## config.mk

```make
export PLATFORM = sky130hd
export DESIGN_NAME = modn_cascade_counter
export DESIGN_NICKNAME = d
export VERILOG_FILES = /design/src/rtl/timer_pkg.sv /design/src/rtl/modn_digit.sv /design/src/rtl/modn_cascade_counter.sv
export SDC_FILE = /design/constraint.sdc
export NUM_CORES = 1
export LEC_CHECK = 0
export CAP_MARGIN = 10
export CORE_MARGIN = 2
export CORE_UTILIZATION = 45
export CTS_CLUSTER_SIZE = 28
export DETAILED_ROUTE_END_ITERATION = 10
export PLACE_DENSITY = 0.77
export SYNTH_ARGS = -nofsm -noshare
export SYNTH_HDL_FRONTEND = slang
export SYNTH_SLANG_ARGS = --single-unit
```

## constraint.sdc

```tcl
create_clock -name clock -period 2.5 [get_ports clock]
set_input_delay 0.5 -clock clock [delete_from_list [all_inputs] [get_ports clock]]
set_output_delay 0.5 -clock clock [all_outputs]
set_load 0.01 [all_outputs]
```

## src/rtl/timer_pkg.sv

```systemverilog
// Shared timer datapath definitions.
//   DEF_DIGIT_W  default digit width
//   SECS_MODULI  seconds pair {tens mod 6, units mod 10}
//   MINS_MODULI  minutes pair {tens mod 6, units mod 10}
//   modulus_of   modulus of digit i from a packed moduli vector. A slice value
//                of 0 encodes the full binary range 2**w, because that modulus
//                cannot be written in a w-bit slice.
package timer_pkg;
  localparam int DEF_DIGIT_W = 4;
  localparam int MAX_PACK_W  = 64;
  localparam logic [2*DEF_DIGIT_W-1:0] SECS_MODULI = {4'd6, 4'd10};
  localparam logic [2*DEF_DIGIT_W-1:0] MINS_MODULI = {4'd6, 4'd10};

  function automatic int modulus_of(input logic [MAX_PACK_W-1:0] moduli,
                                    input int i, input int w);
    logic [MAX_PACK_W-1:0] s;
    s = (moduli >> (i * w)) & ((MAX_PACK_W'(1) << w) - MAX_PACK_W'(1));
    return (s == '0) ? (1 << w) : int'(s);
  endfunction
endpackage

```

## src/rtl/modn_digit.sv

```systemverilog
// One modulo-MOD digit with parallel load and up/down stepping.
//   clock, clr  rising-edge clock, async active-high clear
//   loadn       sync active-low load of data (clamped to MOD-1 if out of range)
//   data        load value for this digit
//   en          chain enable reaching this digit (drives tc)
//   hold        blocks stepping while leaving tc intact (saturation)
//   up          1: count up, 0: count down
//   digit       current value
//   tc          en & digit at terminal value for the current direction
//   ovr         combinational: data is not a legal digit value
module modn_digit #(
  parameter int W   = 4,
  parameter int MOD = 10
) (
  input  logic         clock,
  input  logic         clr,
  input  logic         loadn,
  input  logic [W-1:0] data,
  input  logic         en,
  input  logic         hold,
  input  logic         up,
  output logic [W-1:0] digit,
  output logic         tc,
  output logic         ovr
);
  localparam logic [W-1:0] MAXV = W'(MOD - 1);

  logic at_term;

  assign at_term = up ? (digit == MAXV) : (digit == '0);
  assign tc      = en & at_term;
  // Extra bit lets a full-range modulus (2**W) compare without overflow.
  assign ovr     = ({1'b0, data} >= (W+1)'(MOD));

  // Terminal test happens before the step, so the digit never leaves 0..MOD-1.
  always_ff @(posedge clock or posedge clr) begin
    if (clr)
      digit <= '0;
    else if (!loadn)
      digit <= ovr ? MAXV : data;
    else if (en && !hold) begin
      if (up) digit <= at_term ? '0   : digit + W'(1);
      else    digit <= at_term ? MAXV : digit - W'(1);
    end
  end
endmodule

```

## src/rtl/modn_cascade_counter.sv

```systemverilog
// Cascade of modulo-N digits for the timer/clock datapath.
//   clock     rising-edge clock
//   clr       async active-high clear; all digits and load_err -> 0
//   loadn     sync active-low parallel load of data (wins over counting)
//   data      load value, digit i in slice i
//   enable    count enable for digit 0
//   up        1: count up, 0: count down
//   count     current digit values
//   tc        per-digit terminal count (carry/borrow out), combinational
//   tc_all    chain terminal count
//   load_err  sticky flag: some load slice exceeded its modulus
module modn_cascade_counter
  import timer_pkg::*;
#(
  parameter int NUM_DIGITS = 2,
  parameter int DIGIT_W    = DEF_DIGIT_W,
  parameter logic [NUM_DIGITS*DIGIT_W-1:0] MODULI = SECS_MODULI,
  parameter bit WRAP = 1'b1
) (
  input  logic                          clock,
  input  logic                          clr,
  input  logic                          loadn,
  input  logic [NUM_DIGITS*DIGIT_W-1:0] data,
  input  logic                          enable,
  input  logic                          up,
  output logic [NUM_DIGITS*DIGIT_W-1:0] count,
  output logic [NUM_DIGITS-1:0]         tc,
  output logic                          tc_all,
  output logic                          load_err
);
  logic                  hold;
  logic [NUM_DIGITS-1:0] ovr;

  // In saturate mode the chain freezes at its terminal; tc keeps following
  // the unfrozen enable chain so tc_all stays high while enable is held.
  assign hold   = (WRAP == 1'b0) & tc_all;
  assign tc_all = tc[NUM_DIGITS-1];

  for (genvar i = 0; i < NUM_DIGITS; i++) begin : g_dig
    localparam int M = modulus_of(MAX_PACK_W'(MODULI), i, DIGIT_W);

    if (M < 2 || M > (1 << DIGIT_W)) begin : g_bad
      $error("modn_cascade_counter: digit %0d modulus %0d out of range", i, M);
    end

    logic en_i;
    logic tc_i;

    // Combinational carry chain: every enabled digit steps on the same edge.
    if (i == 0) begin : g_en0
      assign en_i = enable;
    end else begin : g_enn
      assign en_i = g_dig[i-1].en_i & g_dig[i-1].tc_i;
    end

    modn_digit #(.W(DIGIT_W), .MOD(M)) u_digit (
      .clock (clock),
      .clr   (clr),
      .loadn (loadn),
      .data  (data[i*DIGIT_W +: DIGIT_W]),
      .en    (en_i),
      .hold  (hold),
      .up    (up),
      .digit (count[i*DIGIT_W +: DIGIT_W]),
      .tc    (tc_i),
      .ovr   (ovr[i])
    );

    assign tc[i] = tc_i;
  end

  always_ff @(posedge clock or posedge clr) begin
    if (clr)
      load_err <= 1'b0;
    else if (!loadn && (|ovr))
      load_err <= 1'b1;
  end
endmodule
```

* Yosys cells after proc, flatten, opt, wreduce, memory -nomap -nowiden
Cells that the tools add are included.
** Operators by class
- Add/sub/neg operators :: 4
- Multiply operators :: 0
- Div/mod/pow operators :: 0
- $lt $le $gt $ge :: 2
- Equal/unequal tests :: 4
- Shift operators :: 0
- Muxes and demuxes :: 14
- Bitwise gates (word level) :: 3
- Reductions and logical operators :: 5
** Operators by type and width (count)
- $mux W4 :: 12
- $add A4 B1 Y4 const B :: 2
- $logic_not A4 Y1 :: 2
- $sub A4 B1 Y4 const B :: 2
- $eq A4 B3 Y1 const B :: 1
- $eq A4 B4 Y1 const B :: 1
- $ge A4 B3 Y1 const B :: 1
- $ge A4 B4 Y1 const B :: 1
- $ne A2 B1 Y1 const B :: 2
- $and A1 B1 Y1 :: 3
- $mux W1 :: 2
- $reduce_or A2 Y1 :: 1
- $logic_and A1 B1 Y1 :: 1
- $logic_not A1 Y1 :: 1
** Word-level totals
- Bits in registers :: 9
- Bits in latches :: 0
- RAM bits :: 0
- Memory bits (read-only) :: 0
- Output and inout port bits :: 12
- Word-level logic and storage cells :: 35
- Memories :: 0

* Longest topological paths before layout
- Depth after elaboration :: 6
- Mapped depth :: 7
- Gate-level depth less buffers :: 6

* Cells and area by module
From an unflattened synthesis, not the netlist that was laid out.
** Unflattened totals
- Cell total of the unflattened synthesis :: 113
- Area total of the unflattened synthesis :: 909.6 µm²
** By module, submodules not included
- modn_digit (g_dig[0].u_digit) :: times used 1, cells an instance 54, area an instance 425.4 µm², seq. area each 100.1 µm²
- modn_digit (g_dig[1].u_digit) :: times used 1, cells an instance 51, area an instance 415.4 µm², seq. area each 100.1 µm²
- modn_cascade_counter :: times used 1, cells an instance 8, area an instance 68.8 µm², seq. area each 25.0 µm²

* Least setup slack after synthesis
OpenSTA, ideal clock, no wires.
- Path type :: register -> output
- From :: register g_dig[0].u_digit.digit[0]
- To :: output tc[1]
- Arrival :: 1.807 ns
- Required time :: 2.000 ns
- Setup slack :: 0.193 ns
- Stages on the path, launching flop included :: 8
- Buffers on the path :: 1
- Cell sequence :: dfrtp_1 > inv_1 > ha_1 > or3b_4 > a21oi_4 > inv_1 > nor2_1 > buf_4
** On the way
- Cells in the longest elaborated chain, start to end :: 5
- Elaborated cells between the ends (all ways) :: 6
- Those cells by class :: eq/ne: 1; mux: 1; bitwise: 3; reduce/logical: 1
** Ends and longest elaborated chain
- from (decl) :: line modn_digit.sv:22 : output logic [W-1:0] digit,
- from (signal assigned) :: line modn_digit.sv:40 : digit <= ovr ? MAXV : data;
- from (signal assigned) :: line modn_digit.sv:42 : if (up) digit <= at_term ? '0 : digit + W'(1);
- from (signal assigned) :: line modn_digit.sv:43 : else digit <= at_term ? MAXV : digit - W'(1);
- $eq A4 B4 Y1 or $logic_not A4 Y1 (tied branches) :: line modn_digit.sv:30 : assign at_term = up ? (digit == MAXV) : (digit == '0);
- $mux W1 * :: line modn_digit.sv:30
- $and A1 B1 Y1 * :: line modn_digit.sv:31 : assign tc = en & at_term;
- via g_dig[0].tc_i :: line modn_cascade_counter.sv:47 : logic tc_i;
- $and A1 B1 Y1 * :: line modn_cascade_counter.sv:53 : assign en_i = g_dig[i-1].en_i & g_dig[i-1].tc_i;
- $and A1 B1 Y1 * :: line modn_digit.sv:31
- to (decl) :: line modn_cascade_counter.sv:27 : output logic [NUM_DIGITS-1:0] tc,
The timed path passes the listed nets; every way through them passes the cells marked *.

* Worst setup path after layout
- From :: input up
- To :: output tc[0]
** On the way
- Cells in the longest elaborated chain, start to end :: 2
** Ends and longest elaborated chain
- from (decl) :: line modn_cascade_counter.sv:25 : input logic up,
- $mux W1 :: line modn_digit.sv:30
- $and A1 B1 Y1 :: line modn_digit.sv:31
No other way between the ends.

==> results.json <==
{
  "critical_path_arrival_ns": 1.91,
  "synth_edf_count": 0,
  "port_buffers": 24,
  "synth_cells": 99,
  "maxSlewHeadroom": 0.782,
  "gp_congestion": 0.890,
  "cts_buffers": 3,
  "drt-total-wl_um": 2230,
  "drive_gt1_frac": 0.172,
  "first_pass_iters": 4,
  "post-route-min-period_ns": 2.41,
  "dieArea_sq_um": 2180,
  "vias_per_cell": 5.63,
  "timing_worst_setup_path_type": "in -> out",
  "required_ns": 2.00,
  "worst-r2r-setup-slack_ns": 0.56,
  "antenna_found_initial": 0,
  "grt_usage": 0.236,
  "fin_nets": 154,
  "drt-initial-drc-count": 32,
  "cts.hold.buffers_added": 0,
  "reg2reg_from": "g_dig[0].u_digit.digit[1]",
  "ys_warn_count": 0,
  "outcome": "complete, no violations",
  "r2r_cells": 7,
  "grt_pass1_vias": 874,
  "grt_max_degree": 11,
  "powerDensity_nw_per_um2": 458,
  "grt_setup_unrepaired": "false",
  "post_drt_wl_per_cell_um": 14.0,
  "comb_power_share": 0.476,
  "cts.clk_slew.worst_paths_ns": 0.06,
  "leakagePower_nw": 0.488,
  "timing.final.hold_violations": 0,
  "initial_utilization": 0.476,
  "yosysMostFrequentCell": "dfrtp_1",
  "synth_top_area_frac": 0.274,
  "async_reset_ff_frac": 1.00,
  "synth_top_area_cell": "dfrtp_1",
  "switching_share": 0.341,
  "slew_violations": 0,
  "netlist_top_cells_area": "dfrtp_1 (27%), ha_1 (9.1%), nor2b_1 (4.6%), nand2b_1 (3.8%), o21ai_0 (3.7%)",
  "ys_ff_latch": 9,
  "p_sw_w": 0.000184,
  "skew_ns": 0.00136,
  "maxCapViolations": 0,
  "overflow": 0,
  "clockBufferDepth": 2,
  "synth_flop_cell": "dfrtp_1",
  "grt_first_pass_wirelength_um": 3730,
  "hold_path.class": "reg -> reg",
  "core-area_sq_um": 1730,
  "cts-root-buf": "clkbuf_4",
  "ir_drop_uv": 356,
  "rows": 15,
  "area_delta_synth_final_pct": 43.7,
  "numClockSinks": 9,
  "drc": 0,
  "seq_power_share": 0.327,
  "worstSkewPairLatency_ns": 0.25,
  "cp-start-kind": "primary input",
  "pwr-share-clk": 0.197,
  "fillers": 153,
  "internal_power_w": 0.000356,
  "finalCritPeriodShare": 0.965,
  "max_freq_mhz": 414,
  "htree_levels": 1,
  "vias": 895,
  "n_antenna_cell": 0,
  "critPathCaptureType": "primary output",
  "fp.dieW_um": 46.7,
  "hold_slack_ns": 0.483,
  "syn_area_sq_um": 822,
  "setup_violations": 0,
  "cts_tree": "yes",
  "min_to": "load_err",
  "drtAntennaViolNets": 0,
  "syn-num-nets": 118,
  "r2r-end": "g_dig[1].u_digit.digit[0]",
  "min_path_cells": 1,
  "tightestPinTransition_ns": 0.323,
  "syn_avg_cell_area_sq_um": 8.30,
  "chipHeight_um": 46.7,
  "setup_ws_ns": 0.0865,
  "io_pins": 25,
  "netlist_top_cells_count": "dfrtp_1 (9), inv_1 (7), nand2_1 (7)",
  "place_ws_ns": -0.309,
  "hpwlAfterDp_um": 1820,
  "ys_seq_area_frac": 0.274,
  "hold_start": "load_err",
  "cp_max_fo": 7,
  "ys_types": 39
}
==> cell type report <==
cell class	count	area, sq um	area share
Multi-Input combinational cell	77	546	0.462
Timing Repair Buffer	37	327	0.276
Sequential cell	9	225	0.191
Tap cell	25	31.3	0.0265
Clock buffer	4	26.3	0.0222
Inverter	7	26.3	0.0222
==> per-layer routing <==
layer	vias to the layer above	GRT usage	routed length, um
met1	418	0.315	926
met4	0	0.0833	16
met2	44	0.397	1110
met5	-	0	0
met3	2	0.0308	176
li1	431	-	-
==> state kept, by name (all words and copies together), names as in the netlist <==
name and cells:
g_dig.u_digit.digit 8, load_err 1
==> critical path, stage by stage <==
cell and delay, ns:
clkdlybuf4s50_1 0.43, or3b_4 0.40, a21oi_4 0.16, buf_4 0.16, dlygate4sd2_1 0.27
==> logic make-up after synthesis <==
group,count (synthesis),share of synthesized area
AO/OA/AOI/OAI,28,0.245
AND/OR/NAND/NOR,39,0.272
XOR/XNOR,2,0.0213
adder cells (fa/ha/maj),6,0.0913
flip-flops,9,0.274
buffers and inverters,13,0.0700
multiplexers,2,0.0259
==> cells in the final DEF, fill, tap and decap left out, types with 2 or more instances in the layout <==
cell and n:
a21oi_1 4, a22o_1 2, buf_4 13, clkbuf_2 2, clkbuf_4 3, clkdlybuf4s50_1 21, dfrtp_1 9, ha_1 6
inv_1 7, nand2_1 7, nand2b_1 5, nand3_1 3, nand3b_1 2, nand4_1 3, nor2_1 3, nor2b_1 6
nor3b_1 2, nor4_1 2, o211ai_1 3, o21ai_0 6, xnor2_1 2
==> through the flow <==
step | util | total power [W] | instance area, sq um | setup TNS (ns) | cells
after floorplan | - | 0.000313 | 822 | 0 | 99
after detailed placement | 0.672 | 0.000434 | 1160 | -0.798 | 155
after CTS | 0.688 | 0.000541 | 1190 | 0 | 159
after global routing | 0.684 | 0.000581 | 1180 | 0 | 159
after global placement | 0.672 | 0.000426 | 1160 | -0.592 | 155
final | 0.684 | 0.000540 | 1180 | 0 | 159
==> worst max-delay path by stage <==
stage	from	to	slack, ns
2_1_floorplan	g_dig[0].u_digit.digit[0]	tc[1]	0.19
3_3_place_gp	up	tc_all	-0.21
3_5_place_dp	up	tc[1]	-0.31
4_1_cts	up	tc[1]	0.0007
5_1_grt	g_dig[0].u_digit.digit[1]	tc[0]	0.03
6_report	up	tc[0]	0.09
==> power by group through the flow <==
stage / combinational (W) / sequential, W / clock [W]
final: 0.000257 / 0.000177 / 0.000106
after detailed placement: 0.000254 / 0.000179 / 0
after CTS: 0.000256 / 0.000176 / 0.000108
after global routing: 0.000283 / 0.000179 / 0.000119
after floorplan: 0.000123 / 0.000190 / 0
after global placement: 0.000247 / 0.000179 / 0
==> what timing repair did <==
item,in CTS,in global routing
setup buffers,0,0
resized for setup,6,4
setup endpoints to repair,3,2
Power figures use the tool's default switching activity.
